File: src/rtl/fetch_stage.sv
// fetch_stage: instruction-fetch stage with a single-outstanding imem
// request FSM (REQ/WAIT/HOLD), a one-word hold buffer for responses that
// arrive during a stall, and the IF/ID pipeline register.
// Optional feature: define FETCH_PERF_CNT_EN to add the stall_cnt and
// flush_cnt performance counter ports.
module fetch_stage #(
  parameter logic [31:0] RESET_PC  = 32'h0000_0000,
  parameter logic [31:0] NOP_INSTR = 32'h0000_0013
) (
  input  logic        i_clk,
  input  logic        i_reset,
  input  logic        pc_wren,
  input  logic        IFID_wren,
  input  logic        IFID_clear,
  input  logic        EXMEM_pcsel,
  input  logic        EXMEM_is_br,
  input  logic        EXMEM_is_uncbr,
  input  logic [31:0] EXMEM_alu_data,
  output logic        imem_req,
  output logic [31:0] imem_addr,
  input  logic        imem_gnt,
  input  logic        imem_rvalid,
  input  logic [31:0] imem_rdata,
  output logic [31:0] IFID_pc,
  output logic [31:0] IFID_instr,
  output logic        IFID_valid
`ifdef FETCH_PERF_CNT_EN
  ,
  output logic [31:0] stall_cnt,
  output logic [31:0] flush_cnt
`endif
);

  typedef enum logic [1:0] {
    S_REQ  = 2'd0,
    S_WAIT = 2'd1,
    S_HOLD = 2'd2
  } state_t;

  state_t      state;
  logic [31:0] pc;
  logic        discard;
  logic [31:0] hold_buf;

  logic        redirect;
  logic        accept;
  logic        deliver;
  logic [31:0] deliver_word;
  logic [31:0] redirect_pc;

  // A taken branch or jump resolved in EX/MEM steers fetch to the target.
  assign redirect    = EXMEM_pcsel && (EXMEM_is_br || EXMEM_is_uncbr);
  assign accept      = pc_wren && IFID_wren && !IFID_clear && !redirect;
  assign redirect_pc = EXMEM_alu_data & 32'hFFFF_FFFC;

  // Request goes out only in REQ, and never while reset is held.
  assign imem_req  = (state == S_REQ) && !i_reset;
  assign imem_addr = pc;

  // Pick the word handed to IF/ID this cycle: live response or buffered one.
  always_comb begin
    deliver      = 1'b0;
    deliver_word = imem_rdata;
    case (state)
      S_WAIT: deliver = imem_rvalid && !discard && accept;
      S_HOLD: begin
        deliver      = accept;
        deliver_word = hold_buf;
      end
      default: ;
    endcase
  end

  // Fetch FSM, PC and stale-response tracking.
  always_ff @(posedge i_clk) begin
    if (i_reset) begin
      state   <= S_REQ;
      pc      <= RESET_PC;
      discard <= 1'b0;
    end else begin
      if (redirect) begin
        pc <= redirect_pc;
      end else if (deliver) begin
        pc <= pc + 32'd4;
      end

      case (state)
        S_REQ: begin
          if (imem_gnt) begin
            state   <= S_WAIT;
            // A redirect in the grant cycle makes this response stale.
            discard <= redirect;
          end
        end
        S_WAIT: begin
          if (imem_rvalid) begin
            if (discard) begin
              discard <= 1'b0;
              state   <= S_REQ;
            end else if (redirect || accept) begin
              state <= S_REQ;
            end else begin
              state <= S_HOLD;
            end
          end else if (redirect) begin
            discard <= 1'b1;
          end
        end
        S_HOLD: begin
          if (redirect || accept) begin
            state <= S_REQ;
          end
        end
        default: state <= S_REQ;
      endcase
    end
  end

  // Hold buffer captures a response that arrives while the pipe is stalled.
  always_ff @(posedge i_clk) begin
    if (state == S_WAIT && imem_rvalid && !discard && !redirect && !accept) begin
      hold_buf <= imem_rdata;
    end
  end

  // IF/ID boundary: clear beats load, load beats bubble, otherwise hold.
  always_ff @(posedge i_clk) begin
    if (i_reset || IFID_clear) begin
      IFID_instr <= NOP_INSTR;
      IFID_pc    <= 32'h0000_0000;
      IFID_valid <= 1'b0;
    end else if (deliver) begin
      IFID_instr <= deliver_word;
      IFID_pc    <= pc;
      IFID_valid <= 1'b1;
    end else if (IFID_wren) begin
      IFID_instr <= NOP_INSTR;
      IFID_valid <= 1'b0;
    end
  end

`ifdef FETCH_PERF_CNT_EN
  // Free-running stall and flush event counters, wrapping modulo 2^32.
  always_ff @(posedge i_clk) begin
    if (i_reset) begin
      stall_cnt <= 32'h0000_0000;
      flush_cnt <= 32'h0000_0000;
    end else begin
      if (!IFID_wren) begin
        stall_cnt <= stall_cnt + 32'd1;
      end
      if (redirect) begin
        flush_cnt <= flush_cnt + 32'd1;
      end
    end
  end
`endif

endmodule

File: config.mk
export PLATFORM = sky130hd
export DESIGN_NAME = fetch_stage
export DESIGN_NICKNAME = d
export VERILOG_FILES = /design/src/rtl/fetch_stage.sv
export SDC_FILE = /design/constraint.sdc
export NUM_CORES = 1
export LEC_CHECK = 0
export BUFFER_PORTS_ARGS = -buffer_cell sky130_fd_sc_hd__buf_2
export CAP_MARGIN = 20
export CORE_AREA = 2 2 122 124
export CTS_CLUSTER_SIZE = 16
export DETAILED_ROUTE_END_ITERATION = 7
export DIE_AREA = 0 0 124 126
export GPL_TIMING_DRIVEN = 1
export SYNTH_ARGS = -nofsm -noshare
export SYNTH_HDL_FRONTEND = slang
export SYNTH_SLANG_ARGS = --single-unit
File: constraint.sdc
create_clock -name i_clk -period 5.6 [get_ports i_clk]
set_clock_uncertainty 0.2 [all_clocks]
set_input_delay 0.28 -clock i_clk [delete_from_list [all_inputs] [get_ports i_clk]]
set_output_delay 0.28 -clock i_clk [all_outputs]
set_load 0.005 [all_outputs]
* Yosys cells after proc, flatten, opt, wreduce, memory -nomap -nowiden
Index checks and enable logic that the tools add are counted.
Operators by class: $add $sub $neg 1, multipliers 0, div/mod/pow operators 0, $lt $le $gt $ge 0, equality and inequality tests 6, shift operators 0, mux-type cells 18, bitwise logic cells 0, reductions and logical operators 26
Operator list (count):
- 32-bit 2-to-1 mux | 5
- 32-bit by 3-bit adder with 32-bit output, second input constant | 1
- 1-bit logical AND | 11
- 2-bit 2-to-1 mux | 5
- 2-bit != test, second input constant | 3
- 2-bit case mux with 3 select lines | 1
- 3-bit AND reduction | 2
- 2-bit nonzero test | 3
- 1-bit logical NOT | 5
- 1-bit 2-to-1 mux | 5
- 1-bit case mux with 2 select lines | 2
- 1-bit logical OR | 3
- 3-bit != test, second input constant | 1
- 2-bit by 1-bit == test with 1-bit output, second input constant | 1
- 2-bit == test, second input constant | 1
- 2-bit logical NOT | 1
- 2-bit OR reduction | 1
Storage, ports and cells: flip-flop bits (word level) 132, bits in latches 0, memory bits (writable) 0, ROM bits 0, input port bits 74, output and inout port bits 98, logic and storage cells 59, memories 0

* Depth between registers and ports, before layout
depth in word-level cells 9, gate-level depth with buffers 8, depth with buffers taken out 6

* Worst setup path before layout
Ideal clock, no wire load.
path type input -> register, start in EXMEM_is_uncbr, end reg hold_buf[0], enable pin, library setup time 392 ps, arrival time 1874 ps, data required time 5008 ps, slack 3134 ps, stages 4, buffers on the path 1, cells stage by stage o21ai_1 > clkbuf_1 > and4b_1 > and2_1
Between the ends: word-level cells in the longest chain between the ends 6, elaborated cells on any way between the ends 7, classes of those cells 7 x reduce/logical
RTL lines:
- start: declaration | RTL line 17 | input logic EXMEM_is_uncbr,
- 1-bit logical OR * | RTL line 52 | assign redirect = EXMEM_pcsel && (EXMEM_is_br || EXMEM_is_uncbr);
- 1-bit logical AND * | RTL line 52
- 1-bit logical NOT * | RTL line 53, 121
- 1-bit logical AND | RTL line 53 | assign accept = pc_wren && IFID_wren && !IFID_clear && !redirect;
- 1-bit logical NOT | RTL line 121 | if (state == S_WAIT && imem_rvalid && !discard && !redirect && !accept) begin
- 1-bit logical AND * | RTL line 121
- end signal: assignment | RTL line 122 | hold_buf <= imem_rdata;
- end: declaration | RTL line 43 | logic [31:0] hold_buf;
Every way passes the cells marked *; elsewhere a longest branch is shown, timed or not. A chain may end at the register's enable or synchronous reset.

* Worst setup path after layout
start reg state[1], end reg pc[23], in the netlist imem_addr[23]
Between the ends: word-level cells in the longest chain between the ends 3, elaborated cells on any way between the ends 4, classes of those cells 2 x eq/ne; 1 x mux; 1 x reduce/logical
RTL lines:
- start: declaration | RTL line 40 | state_t state;
- start signal: assignment | RTL line 77 | state <= S_REQ;
- start signal: assignment | RTL line 90 | state <= S_WAIT;
- start signal: assignment | RTL line 99 | state <= S_REQ;
- 2-bit == test / 2-bit by 1-bit == test with 1-bit output (equally long branches) | RTL line 64 | case (state)
- 1-bit case mux with 2 select lines * | RTL line 64
- 2-bit nonzero test (no source line) *
- end signal: assignment | RTL line 82 | pc <= redirect_pc;
- end signal: assignment | RTL line 84 | pc <= pc + 32'd4;
- end: declaration | RTL line 41 | logic [31:0] pc;
Marked as above.

==> impl_results.md <==
* Status: completed
* GRT overflow at 0
* CTS H-tree lvls at 4
* Final setup viols at 0
* Final WL at about 17000 um
* Min cycle time layout at 2.79 ns
* Global route hottest layer: met2
* Setup TNS at 0 ns
* Dominant combinational cell family by area after synthesis: simple AND/OR/NAND/NOR gates
* Area delta synth->final at 37.7%
* Via count at 5345
* CTS tree: yes
* Post-synth EDFFs at 32
* FMAX at about 0.36 GHz
* Fin util at a little over half
* Max Slew Vio Count at 0
* Commonest non-fill, non-tap cell in the layout: buf_2
* GR Util met3 at approximately 5.2%
* Die Span Y at between 100 and 150 um
* Setup ws final at between 2 and 3 ns
* Worst hold margin at just under 0.03 ns
* GRT Total Usage at between 20% and 30%
* Worst slew pin tran at between 0.9 and 1 ns
* Seq/Total Area, Yosys at between 50% and 60%
* Mux cell area share after synthesis at under 10%
* Commonest cells after routing, fill and taps aside: buf_2, dfxtp_1, nand2_1
* Simple-gate area share of the yosys netlist at 18.8%
* Post-Syn Instances at around 580
* Reg clk slew, reported paths at 0.06 ns
* Leakage power at roughly 3.0 nW
* Setup CP Type: reg -> reg
* CP endpoint: imem_addr[23]
* Detailed Place HPWL at 11100 um
* DR WL/cell at 16.9 um
* Num ports at around 170
* Post-synthesis register bit count at roughly 130
* Compound-cell area share of the yosys netlist at roughly 17%
* Critical Path Fanout Max at 14
* Worst-Skew Late Latency at ~0.42 ns
* Share of cells above drive strength 1 at around 31%
* Mapped cell area at around 0.0057 mm^2
* Min-delay worst type: in -> reg
* Ys async rst share at 0%
* Fin area at slightly below 0.008 mm^2
* VDD IR max at 195 uV
* CTS sink count at 128
* Clock Tree Buf Depth at 2
* DRT antenna net count at 0
* Filler cell count at 1294
* Initial Utilization at between 30% and 40%
* Endpoints failing hold at 0
* Pre-CTS setup slack at 2.80 ns
* Final Cycle Share at 49.8%
* Cts repair resizes at 0
* # DRC at 0
* Critical Path Start Type: register
* Detailed Routing Iterations Pass 1 at 5
* Vias in the first global route at between 5000 and 6000
* Ys flop type: dfxtp_1
* Pin count of the biggest net entering global routing at 61
* Worst path required time at roughly 5.7 ns
* Initial antenna violation count at 0
* P per Cell Area at between 200 and 300 mW/mm^2
* RR Endpoint: imem_addr[23]
* Via density at approximately 5.4
* Post-synthesis cell type count at between 50 and 60
* Synth Area in XOR/XNOR at 0.774%
* CP Capture Type: register
* # hold bufs at CTS at 59
* Crit path DAT at approximately 2.9 ns
* Unrepaired setup endpoints after global routing: no
* Core box area at 0.0143 mm^2
* DIE AREA at around 0.016 mm^2
* GR Util met1 at between 20% and 30%
* Synth Area in Adders at 0.885%
* Max-slew headroom at between 30% and 40%
* Area post-placement at approximately 0.0066 mm^2
* Final GP Congestion at between 0.7 and 0.8
* Initial DRC Count at about 300
* TritonCTS buffer count at 17
* Worst reg2reg startpoint: state[1]
* Crit path launch: state[1]
* Max Cap Viol at 0
* CTS root buffer: clkbuf_16
* Wire length of the first global-routing pass at around 26000 um
* Avg Synthesized Cell Area at 9.70 um^2
* Port Buffer Count at between 150 and 200
* Num rows at 44
* R2r setup slk at about 2.8 ns
* Register-to-Register Path Depth at 6
* Met2 Use GR at between 30% and 40%
* Die Span X at 124 um
* Post-CTS setup buffer count at 0
* Ant diodes at 0
* Ys Warns at 0
* Final nets at approximately 870
==> worst min path at each step <==
stage | endpoint | cells after the start | slack (ns) | start
5_1_grt | IFID_instr[1] | 3 | 0.05 | IFID_wren
3_5_place_dp | IFID_pc[16] | 2 | 0.25 | IFID_pc[16]
2_1_floorplan | hold_buf[0] | 0 | 0.18 | imem_rdata[0]
6_report | IFID_instr[1] | 3 | 0.03 | IFID_wren
4_1_cts | IFID_instr[1] | 3 | 0.01 | IFID_wren
3_3_place_gp | IFID_pc[8] | 2 | 0.24 | IFID_pc[8]
==> per-layer routing <==
layer / vias to the layer above / wire length (um) / part of all wire (%)
li1: 2573 / - / -
met1: 2562 / 7510 / 45
met2: 190 / 7810 / 47
met3: 20 / 1190 / 7.1
met4: 0 / 204 / 1.2
met5: - / 0 / 0
==> synthesized netlist by cell type, types with 5 or more instances <==
master / number / area (um^2)
mux2_2: 33 / 372
inv_1: 8 / 30.0
edfxtp_1: 32 / 961
or4_1: 17 / 128
dfxtp_1: 96 / 1920
a21oi_1: 34 / 170
or3_1: 7 / 43.8
a311oi_1: 18 / 158
nor2_1: 64 / 240
o31ai_1: 15 / 113
o21ai_0: 9 / 45.0
clkbuf_1: 30 / 113
and4_1: 5 / 43.8
a22oi_1: 29 / 218
a211oi_1: 11 / 82.6
nand3_1: 12 / 60.1
and3_1: 6 / 37.5
buf_2: 9 / 45.0
nand2_1: 74 / 278
nand4_1: 9 / 56.3
==> critical path, stage by stage, from the launching register on <==
cell and delay (ns):
dfxtp_1 0.36, inv_1 0.07, ha_1 0.29, and4b_1 0.42, o211ai_1 0.48, or4_1 0.62
a311oi_1 0.26
==> flip-flops by register name, indices dropped and copies added, names as in the netlist <==
name / cells
IFID_valid: 1
IFID_instr: 32
imem_addr: 30
IFID_pc: 30
discard: 1
state: 2
hold_buf: 32
==> power breakdown <==
part           switching, mW  total, mW  internal [mW]
Sequential            0.0375       1.02          0.984
Clock                  0.413       1.06          0.649
Combinational          0.122      0.243          0.121
Total                  0.572       2.33           1.75
==> cell families (layout without fill, tap and decap cells) <==
kind of cell,count (synthesis),count (layout)
AND/OR/NAND/NOR,217,217
other,1,4
multiplexers,36,36
flip-flops,128,128
XOR/XNOR,5,5
adder cells (fa/ha/maj),4,4
AO/OA/AOI/OAI,136,136
buffers and inverters,56,273
==> per-stage QoR <==
stage          total power [mW]  cells
4_1_cts                    2.35    986
3_5_place_dp               1.25    895
6_report                   2.33    987
5_1_grt                    2.42    987
2_1_floorplan              1.16    586
3_3_place_gp               1.24    895
==> final cells by class <==
cell class / count / area [um^2] / area share, %
multi-input combinational: 402 / 2570 / 33.0
sequential: 128 / 2880 / 37.0
clock buffer: 17 / 425 / 5.46
timing repair buffer: 233 / 1500 / 19.3
tap: 184 / 230 / 2.96
clock inverter: 15 / 146 / 1.88
inverter: 8 / 30.0 / 0.386
Note: power is estimated with default switching activity, not from simulation.
